===== src/rtl/popcount27_vecgen_pkg.sv =====
// Shared constants, FSM state type and LFSR step function for the
// popcount27 known-count vector generator.
package popcount27_vecgen_pkg;

  localparam int N     = 27;
  localparam int CW    = 5;
  localparam int REM_W = 4;
  localparam int HALF  = 13;

  localparam logic [15:0] SEED_DEFAULT = 16'hACE1;
  // Feedback taps at bits 15, 13, 12 and 10 (x^16+x^14+x^13+x^11+1).
  localparam logic [15:0] LFSR_TAPS    = 16'hB400;

  typedef enum logic [1:0] {
    IDLE = 2'd0,
    FILL = 2'd1,
    DONE = 2'd2
  } state_t;

  function automatic logic [15:0] lfsr_next(input logic [15:0] l);
    return {l[14:0], ^(l & LFSR_TAPS)};
  endfunction

endpackage


===== src/rtl/popcount27_vecgen_if.sv =====
// Request/response handshake bundle between a popcount stimulus consumer
// (master) and the vector generator (slave).
interface popcount27_vecgen_if;

  logic                                 in_valid;
  logic                                 in_ready;
  logic [popcount27_vecgen_pkg::CW-1:0] in_count;
  logic                                 out_valid;
  logic                                 out_ready;
  logic [popcount27_vecgen_pkg::N-1:0]  out_vec;
  logic [popcount27_vecgen_pkg::CW-1:0] out_count;
  logic                                 err_range;

  modport master (
    output in_valid, in_count, out_ready,
    input  in_ready, out_valid, out_vec, out_count, err_range
  );

  modport slave (
    input  in_valid, in_count, out_ready,
    output in_ready, out_valid, out_vec, out_count, err_range
  );

endinterface


===== src/rtl/popcount27_vecgen_lfsr16.sv =====
// 16-bit Fibonacci LFSR that steps only when enabled; reloads the seed
// on reset.
module popcount_lfsr16
  import popcount27_vecgen_pkg::*;
(
  input  logic        clk,
  input  logic        rst,
  input  logic        en,
  input  logic [15:0] seed,
  output logic [15:0] q
);

  logic [15:0] lfsr_q;
  logic [15:0] lfsr_d;

  always_comb begin
    lfsr_d = en ? lfsr_next(lfsr_q) : lfsr_q;
  end

  always_ff @(posedge clk or posedge rst) begin
    if (rst) lfsr_q <= seed;
    else     lfsr_q <= lfsr_d;
  end

  assign q = lfsr_q;

endmodule


===== src/rtl/popcount27_vecgen.sv =====
// Builds a 27-bit vector with exactly the requested number of ones at
// LFSR-chosen positions, so popcount cores can be driven with known answers.
module popcount27_vecgen
  import popcount27_vecgen_pkg::*;
#(
  parameter logic [15:0] SEED = SEED_DEFAULT
) (
  input logic                clk,
  input logic                rst,
  popcount27_vecgen_if.slave bus
);

  state_t             state_q, state_d;
  logic [N-1:0]       vec_q, vec_d;
  logic [CW-1:0]      count_q, count_d;
  logic [REM_W-1:0]   rem_q, rem_d;
  logic               pol_q, pol_d;
  logic               err_q, err_d;

  logic [15:0]        lfsr_q;
  logic               lfsr_en;
  logic               unused_lfsr;
  logic [31:0]        sel_onehot;
  logic [N-1:0]       bit_mask;
  logic               flip;
  logic [CW-1:0]      clamped;

  popcount_lfsr16 u_lfsr (
    .clk  (clk),
    .rst  (rst),
    .en   (lfsr_en),
    .seed (SEED),
    .q    (lfsr_q)
  );

  assign lfsr_en     = (state_q == FILL);
  assign unused_lfsr = ^lfsr_q[15:5];

  // Candidate positions 27..31 produce an empty mask and count as a skip.
  always_comb begin
    sel_onehot = 32'd1 << lfsr_q[4:0];
    bit_mask   = sel_onehot[N-1:0];
    flip       = 1'b0;
    if (bit_mask != '0) begin
      flip = pol_q ? ((vec_q & bit_mask) == '0) : ((vec_q & bit_mask) != '0);
    end
    clamped = (bus.in_count > CW'(N)) ? CW'(N) : bus.in_count;
  end

  // Counts above half start from all ones and clear bits, bounding FILL work.
  always_comb begin
    state_d = state_q;
    vec_d   = vec_q;
    count_d = count_q;
    rem_d   = rem_q;
    pol_d   = pol_q;
    err_d   = 1'b0;
    case (state_q)
      IDLE: begin
        if (bus.in_valid) begin
          err_d   = (bus.in_count > CW'(N));
          count_d = clamped;
          if (clamped <= CW'(HALF)) begin
            vec_d = '0;
            pol_d = 1'b1;
            rem_d = clamped[REM_W-1:0];
          end else begin
            vec_d = '1;
            pol_d = 1'b0;
            rem_d = REM_W'(CW'(N) - clamped);
          end
          state_d = (rem_d == '0) ? DONE : FILL;
        end
      end
      FILL: begin
        if (flip) begin
          vec_d = pol_q ? (vec_q | bit_mask) : (vec_q & ~bit_mask);
          rem_d = rem_q - REM_W'(1);
          if (rem_q == REM_W'(1)) state_d = DONE;
        end
      end
      DONE: begin
        if (bus.out_ready) state_d = IDLE;
      end
      default: state_d = IDLE;
    endcase
  end

  always_ff @(posedge clk or posedge rst) begin
    if (rst) begin
      state_q <= IDLE;
      vec_q   <= '0;
      count_q <= '0;
      rem_q   <= '0;
      pol_q   <= 1'b1;
      err_q   <= 1'b0;
    end else begin
      state_q <= state_d;
      vec_q   <= vec_d;
      count_q <= count_d;
      rem_q   <= rem_d;
      pol_q   <= pol_d;
      err_q   <= err_d;
    end
  end

  assign bus.in_ready  = (state_q == IDLE);
  assign bus.out_valid = (state_q == DONE);
  assign bus.out_vec   = vec_q;
  assign bus.out_count = count_q;
  assign bus.err_range = err_q;

endmodule

===== src/flat_wrapper.sv =====
// flat-port wrapper written by rule: the top's interface ports become plain ports
module popcount27_vecgen_flat import popcount27_vecgen_pkg::*;
#(
  parameter logic [15:0] SEED = SEED_DEFAULT
)
  (clk, rst, bus_in_valid, bus_in_count, bus_out_ready, bus_in_ready, bus_out_valid, bus_out_vec, bus_out_count, bus_err_range);
  popcount27_vecgen_if bus_i ();
  input logic clk;
  input logic rst;
  input wire logic [$bits(bus_i.in_valid)-1:0] bus_in_valid;
  input wire logic [$bits(bus_i.in_count)-1:0] bus_in_count;
  input wire logic [$bits(bus_i.out_ready)-1:0] bus_out_ready;
  output wire logic [$bits(bus_i.in_ready)-1:0] bus_in_ready;
  output wire logic [$bits(bus_i.out_valid)-1:0] bus_out_valid;
  output wire logic [$bits(bus_i.out_vec)-1:0] bus_out_vec;
  output wire logic [$bits(bus_i.out_count)-1:0] bus_out_count;
  output wire logic [$bits(bus_i.err_range)-1:0] bus_err_range;
  assign bus_i.in_valid = bus_in_valid;
  assign bus_i.in_count = bus_in_count;
  assign bus_i.out_ready = bus_out_ready;
  assign bus_in_ready = bus_i.in_ready;
  assign bus_out_valid = bus_i.out_valid;
  assign bus_out_vec = bus_i.out_vec;
  assign bus_out_count = bus_i.out_count;
  assign bus_err_range = bus_i.err_range;
  popcount27_vecgen #(.SEED(SEED)) u_core (.clk(clk), .rst(rst), .bus(bus_i));
endmodule

===== config.mk =====
export PLATFORM = sky130hd
export DESIGN_NAME = popcount27_vecgen_flat
export DESIGN_NICKNAME = d
export VERILOG_FILES = /design/src/rtl/popcount27_vecgen_pkg.sv /design/src/rtl/popcount27_vecgen_if.sv /design/src/rtl/popcount27_vecgen_lfsr16.sv /design/src/rtl/popcount27_vecgen.sv /design/src/flat_wrapper.sv
export SDC_FILE = /design/constraint.sdc
export NUM_CORES = 1
export LEC_CHECK = 0
export CORE_ASPECT_RATIO = 1.4
export CORE_MARGIN = 5
export CORE_UTILIZATION = 55
export CTS_BUF_LIST = sky130_fd_sc_hd__clkbuf_8 sky130_fd_sc_hd__clkbuf_16
export CTS_CLUSTER_SIZE = 24
export DETAILED_ROUTE_END_ITERATION = 12
export HOLD_SLACK_MARGIN = 0.03
export PLACE_DENSITY_LB_ADDON = 0.12
export SETUP_SLACK_MARGIN = 0.02
export SLEW_MARGIN = 25
export SYNTH_ARGS = -nofsm -noshare
export SYNTH_HDL_FRONTEND = slang
export SYNTH_SLANG_ARGS = --single-unit

===== constraint.sdc =====
create_clock -name clk -period 4.59 [get_ports clk]
set_input_delay 0.459 -clock clk [delete_from_list [all_inputs] [get_ports clk]]
set_output_delay 0.459 -clock clk [all_outputs]
set_load 0.02 [all_outputs]

==> metrics.cfg, run 1 <==
[critical_path]
crit_type=reg -> reg
critPathLaunchType=register
critPathArrivalTime_ps=3550
critPathBufInv=0
cpMaxStageDelayCell=nand2b_1
critPathMaxFanout=27
required_ps=4740
crit_path_end_kind=register
crit_path_cell_trace=mux2i_1, o32ai_1, a311o_1, nor4_4, mux2i_2, nand2b_1, a21oi_1
critPathTopFamily=simple AND/OR/NAND/NOR gates
slowest_delay_ps=830

[worst_hold_path]
hold_path_class=reg -> reg

[yosys]
syn_avg_cell_area_um2=8.70
yosys.area_share.simple_pct=21.4
synth_top_family_by_area=compound AO/OA/AOI/OAI gates
synth_fa_ha_area_share_pct=0.786
syn_nets=377
syn_area_um2=3180
synth_cell_type_count=47
syn_inst=366
synth_compound_area_share_pct=23.4
synth-xor-area-share_pct=1.65
yosys-mux-area-fraction_pct=2.91
synth-seq-area-share_pct=44.4
yosys_warnings=0
ys_ff_latch=56

[clocking]
h-tree-depth=2
cts_tree=built
clk_pin_slew_ps=100
cts_resized=0
hold_buffers=0
cts_buffer_depth=2
clock-sinks=56
clk_latency_ps=310
root_buffer=clkbuf_8
cts_buffers=5
post_cts_buffers=0

[sta]
fmax_ghz=0.294
final.period_utilization_pct=74.1
skew_ps=9.72
period_needed_ps=3400
rsz0062_at_grt=no
relSlewSlack_pct=29.7
maxSlewViolCount=0
worst_pin_slew_ps=1050
whs_ps=464
hold_viol=0
setup_tns_ps=0
setup_violations=0

[grt]
grt_antenna_before_repair=0
grt_overflow=0
grt_pass1_vias=2924
grt.total_usage_pct=25.1
grt_pass1_wl_um=14700
grt_max_degree=57

[detailed_routing]
ant_nets=0
viasPerCell=6.35
drt_iter0_drc=468
firstDrtPassIters=4
routedWlPerCell_um=18.9
drc_errors=0
wl_um=8660
vias=2915

[floorplanning]
start_util_pct=57.2
die_x_um=74.3
ioPinCount=44
die_area_um2=7430
core_um2=5570
die_y_um=100
num_rows=32

[finish]
drive_above_1_share_pct=7.16
n_antenna_cell=0
nets=401
fin_util_pct=66.0
area_growth_pct=15.3

[power]
ir_worst_vdd_mv=0.539
power_density_nw_per_um2=839
power.leakage_nw=1.53

[place]
portBuffers=43
finalWeightedCongestion=0.930
hpwl_um=5800

[job]
maxCapViolCount=0

[outcome]
status=finished clean

cell usage in the layout (no fill, tap or decap), drive strengths merged, types with 6 or more instances in the layout:
cell type and count:
mux2i 7, nand2 72, nor2 14, a21oi 35
a311oi 27, inv 6, o21ai 42, clkdlybuf4s50 43
nor2b 8, dfrtp 47, nand3b 7, dfstp 9
nand2b 6, nand3 8, buf 6
path summary, 6_finish.rpt:
check                                       to           startpoint  slack, ps  depth (start not counted)
max reg2reg                           register   u_core.u_lfsr.q[0]       1190                          7
min in group asynchronous      u_core.rem_q[1]                  rst        670                          3
max                                   register   u_core.u_lfsr.q[0]       1190                          7
max in group asynchronous    u_core.state_q[1]                  rst       3440                          3
min reg2reg                u_core.u_lfsr.q[11]  u_core.u_lfsr.q[11]        460                          2
min                        u_core.u_lfsr.q[11]  u_core.u_lfsr.q[11]        460                          2
tightest hold or removal path: stages, from the launching register on:
cell     delay [ps]
dfstp_2         380
nand2_1          50
nand2_1          50
power by group:
part / total [mW] / internal [mW] / switching (mW)
clock: 0.263 / 0.103 / 0.160
sequential: 1.09 / 0.756 / 0.331
combinational: 1.73 / 0.707 / 1.02
per-layer routing:
layer | GRT usage [%] | routed length (um) | vias up
li1 | - | - | 1369
met1 | 32.5 | 3430 | 1383
met2 | 40.6 | 4210 | 132
met3 | 3.21 | 640 | 31
met4 | 12.9 | 380 | 0
met5 | 0 | 0 | -
cell families (layout without fill, tap and decap cells):
logic type,Yosys count,after routing
AOI/OAI and AO/OA,119,119
xor gates and xnor gates,6,6
adders and majority gates,2,2
buffers and inverters,36,61
DFF,56,56
muxes,9,9
and+or+nand+nor,138,138
layout make-up:
cell class / instances / area (um^2)
clock inverters: 3 / 12.5
clock buffers: 5 / 68.8
well taps: 68 / 85.1
repair buffers: 49 / 475
multi-input cells: 274 / 1600
flip-flops and latches: 56 / 1410
inverters: 4 / 15.0
fillers: 490 / 1890
cell usage after synthesis, drive strengths merged:
library cell	number	share of area [%]
a211oi	2	0.47
a21oi	35	5.5
a22o	1	0.28
a2bb2oi	1	0.28
a311o	1	0.31
a311oi	27	7.4
a31o	1	0.28
a31oi	2	0.39
and2	3	0.59
and3	2	0.39
and3b	5	1.4
buf	14	2.9
clkbuf	18	2.1
dfrtp	47	37
dfstp	9	7.4
ha	2	0.79
inv	4	0.47
mux2	2	0.71
mux2i	7	2.2
nand2	72	8.5
nand2b	6	1.2
nand3	8	1.3
nand3b	7	1.7
nand4b	1	0.28
nand4bb	1	0.35
nor2	14	1.7
nor2b	8	1.6
nor3	3	0.47
nor3b	1	0.24
nor4	2	0.86
o2111ai	1	0.28
o21a	1	0.24
o21ai	42	6.6
o22a	2	0.55
o31ai	1	0.24
o32a	1	0.31
o32ai	1	0.28
or2	1	0.20
or3	3	0.59
or4	1	0.24
xnor2	3	0.83
xor2	3	0.83
metrics by stage:
step | worst slack, ps | instances | power [mW] | area [um^2]
2_1_floorplan | 2160 | 366 | 2.22 | 3180
3_3_place_gp | 1260 | 451 | 2.77 | 3590
3_5_place_dp | 1220 | 451 | 2.81 | 3590
4_1_cts | 1190 | 459 | 3.08 | 3670
5_1_grt | 1080 | 459 | 3.30 | 3670
6_report | 1190 | 459 | 3.08 | 3670
No activity file was read; power rests on OpenSTA's default activity.
==> run 2, diff against run 1 <==
- clock period: 4.59 -> 3.3 ns (I/O delays scaled with it)
==> run 2 against run 1 <==
Net effect:
- sequential power is 35% higher
- combinational power up 55%
- flip-flop and latch count is the same
- core utilization grew 2.7 points
==> metrics.cfg, run 2 (synthesized netlist as in run 1, its figures left out) <==
[job]
maxCapViolCount=0

[finish]
final_common_cell=nand2_1
nets=412
stdcell_area_um2=3820
stdcell_count=470
n_antenna_cell=0
area_growth_pct=20.0
fin_util_pct=68.6
final_cell_mix=nand2_1, dfrtp_1, clkdlybuf4s50_1, o21ai_0, a21oi_1
drive_above_1_share_pct=10.4

[place]
hpwl_um=6220
finalWeightedCongestion=0.970
dp.cells=462
portBuffers=43
place_area_um2=3690
dp_slack_ps=124

[sta]
maxSlewViolCount=0
rsz0062_at_grt=no
setup_ws_ps=217
hold_viol=0
fmax_ghz=0.324
setup_violations=0
final.period_utilization_pct=93.4
worst_pin_slew_ps=668
relSlewSlack_pct=55.4
period_needed_ps=3080
skew_ps=8.82
whs_ps=466
setup_tns_ps=0

[clocking]
cts_tree=built
hold_buffers=0
cts_buffers=5
clk_latency_ps=320
clock-sinks=56
root_buffer=clkbuf_8
clk_pin_slew_ps=110
cts_buffer_depth=2
h-tree-depth=2

[critical_path]
critPathArrivalTime_ps=3270
crit_type=reg -> reg
crit_path_end_kind=register
r2r-start=u_core.u_lfsr.q[0]
critPathMaxFanout=27
cp-startpoint=u_core.u_lfsr.q[0]
required_ps=3490
critPathLaunchType=register

[worst_hold_path]
hold_path_class=in -> async

[power]
swShare_pct=47.7
p_comb_share_pct=58.0
pwr-share-clk_pct=10.2
p_seq_share_pct=31.8
power.leakage_nw=1.59
ir_worst_vdd_mv=0.699
intPower_mw=2.43
fin_total_pwr_mw=4.64
p_switching_mw=2.21
power_density_nw_per_um2=1210

[detailed_routing]
vias=3002
drt_iter0_drc=281
firstDrtPassIters=8
wl_um=9070
routedWlPerCell_um=19.3
ant_nets=0
drc_errors=0
viasPerCell=6.39

[floorplanning]
die_y_um=100
die_area_um2=7430
num_rows=32
core_um2=5570
die_x_um=74.3
start_util_pct=57.2
ioPinCount=44

[outcome]
status=finished clean

[grt]
grt_pass1_vias=3020
grt.total_usage_pct=25.6
grt_max_degree=55
grt_antenna_before_repair=0
grt_overflow=0
grt_pass1_wl_um=14900

run 2: cell types whose count changed in the layout (fill, tap and decap cells not counted), sizes merged:
cell | before | now
clkinvlp | 0 | 1
bufinv | 0 | 1
inv | 6 | 5
clkinv | 1 | 0
buf | 6 | 17
run 2: timing repair:
action,4_1_cts,5_1_grt
setup buffers,0,0
resized for setup,0,3
endpoints found under the setup margin,0,27
run 2: power by group through the flow:
| stage | Sequential, mW | Combinational [mW] | Clock (mW) |
|---|---|---|---|
| 6_report | 1.47 | 2.69 | 0.475 |
| 5_1_grt | 1.52 | 2.90 | 0.508 |
| 4_1_cts | 1.45 | 2.63 | 0.477 |
| 3_5_place_dp | 1.47 | 2.63 | 0 |
| 3_3_place_gp | 1.45 | 2.59 | 0 |
| 2_1_floorplan | 1.50 | 1.58 | 0 |
run 2: cell type report:
class                   instances  area, um^2
well taps                      68        85.1
clock buffers                   5        68.8
repair buffers                 60         571
inverters                       4        17.5
multi-input cells             274        1620
clock inverters                 3        46.3
flip-flops and latches         56        1420
fillers                       464        1750
run 2: final timing paths:
kind	cells after the start	slack, ps	end
setup / recovery	8	220	register
hold / removal	2	470	u_core.rem_q[3]
setup reg to reg	8	220	register
hold reg to reg	2	470	u_core.u_lfsr.q[5]
max in group asynchronous	3	2240	u_core.u_lfsr.q[15]
min in group clk	2	470	u_core.u_lfsr.q[5]
run 2: worst max-delay path, cell delays in order (launching register included):
cell	delay (ps)
dfstp_4	770
mux2i_2	310
o32ai_1	130
a311o_1	320
nor4_4	420
mux2i_4	410
nand2b_1	150
buf_4	300
a21oi_1	130
run 2: per-layer routing:
metal  track usage [%]  share of wire [%]  vias up  routed length [um]
met5                 0                  0        -                   0
met2              43.0                 50      150                4530
met1              31.3                 39     1427                3570
li1                  -                  -     1393                   -
met4              12.5                4.5        0                 407
met3              4.31                6.2       32                 561
==> run 3, diff against run 2 <==
- DONT_BUFFER_PORTS: not set -> 1
- SETUP_SLACK_MARGIN: 0.02 -> not set
==> run 3 against run 2 <==
Net effect:
- core utilization decreased by 8.7 points
- global-route usage decreased by 2.0 points
- sequential share of layout area increased by 5.3 points
- sequential power increased by 20%
- maximum frequency decreased by 0.24%
- power decreased by 12%
- first-iteration DRC count increased by 24%
- highest routed layer unchanged
==> metrics.cfg, run 3 (synthesized netlist as in run 1, its figures left out) <==
[finish]
drive_above_1_share_pct=9.86
final_common_cell=nand2_1
n_antenna_cell=0
final_cell_mix=nand2_1, dfrtp_1, o21ai_0, a21oi_1, a311oi_1
nets=365
multi_input_area_um2=1600
area_growth_pct=4.75
seq_area_um2=1410
nFillCells=509

[detailed_routing]
ant_nets=0
routedWlPerCell_um=19.5
wl_um=8260
firstDrtPassIters=4
vias=2713
viasPerCell=6.41
drt_iter0_drc=348
drc_errors=0

[floorplanning]
num_rows=32
core_um2=5570
ioPinCount=44
start_util_pct=57.2
die_area_um2=7430
die_x_um=74.3
die_y_um=100

[sta]
worst_pin_slew_ps=650
fmax_ghz=0.324
period_needed_ps=3090
hold_viol=0
final.period_utilization_pct=93.7
setup_tns_ps=0
whs_ps=122
maxSlewViolCount=0
rsz0062_at_grt=no
relSlewSlack_pct=56.4
setup_violations=0
skew_ps=9.88

[critical_path]
crit_type=reg -> reg
critPathArrivalTime_ps=3280
required_ps=3490
crit_path_end_kind=register
critPathLaunchType=register
critPathMaxFanout=27
regToRegSetupSlack_ps=210

[clocking]
post_cts_buffers=0
clk_latency_ps=310
cts_tree=built
cts_buffer_depth=2
h-tree-depth=2
cts_resized=0
root_buffer=clkbuf_8
clk_pin_slew_ps=100
clock-sinks=56
cts_buffers=5

[worst_hold_path]
hold_path_class=in -> reg

[job]
maxCapViolCount=0

[grt]
grt_max_degree=33
grt.total_usage_pct=23.6
grt_antenna_before_repair=0
grt_pass1_vias=2691
grt_overflow=0
grt_pass1_wl_um=13700

[place]
hpwl_um=5800
finalWeightedCongestion=0.929
portBuffers=0

[power]
ir_worst_vdd_mv=0.717
power_density_nw_per_um2=1220
power.leakage_nw=1.41

[outcome]
status=finished clean

## run 3: worst paths after layout
kind	from	end	depth (start not counted)
max	u_core.u_lfsr.q[0]	register	8
min	bus_in_count[4]	u_core.bus.out_count[4]	2
max reg2reg	u_core.u_lfsr.q[0]	register	8
min reg2reg	u_core.u_lfsr.q[5]	u_core.u_lfsr.q[6]	2
max in group asynchronous	rst	u_core.u_lfsr.q[13]	3
min in group asynchronous	rst	u_core.u_lfsr.q[4]	2
## run 3: worst max-delay path, stage by stage (launching register included)
cell and delay (ps):
dfstp_2 770, mux2i_1 320, o32ai_1 130, a311o_1 330
nor4_4 340, mux2i_2 470, nand2b_1 170, buf_4 290
a21oi_1 130
## run 3: per-layer routing
layer  track usage, %  part of all wire [%]
met1             28.4                    39
met2             39.3                    50
met3             5.81                   8.1
met4             10.8                   3.0
met5                0                     0
## run 3: report_power, final
part	switching (mW)	internal (mW)
combinational	1.12	0.750
sequential	0.711	1.05
clock	0.224	0.223
total	2.05	2.02
## run 3: area by class of cell
type / count / share of cell area [%]
inverters: 4 / 0.450
clock inverters: 3 / 1.16
clock buffers: 5 / 2.06
multi-input cells: 274 / 48.0
repair buffers: 13 / 3.38
well taps: 68 / 2.55
flip-flops and latches: 56 / 42.3
## run 3: what timing repair did
action / CTS / global route
hold buffers: 1 / 0
hold endpoints to repair: 24 / 0
setup endpoints to repair: 0 / 0
## run 3: stage by stage
stage | power [mW] | cells | instance area, um^2 | util, % | setup WS [ps]
floorplan | 3.09 | 366 | 3180 | - | 870
global placement | 3.57 | 414 | 3220 | 57.8 | 312
detailed placement | 3.63 | 414 | 3220 | 57.8 | 228
CTS | 4.08 | 423 | 3340 | 59.9 | 207
global route | 4.38 | 423 | 3340 | 59.9 | 35.8
finish | 4.07 | 423 | 3340 | 59.9 | 210
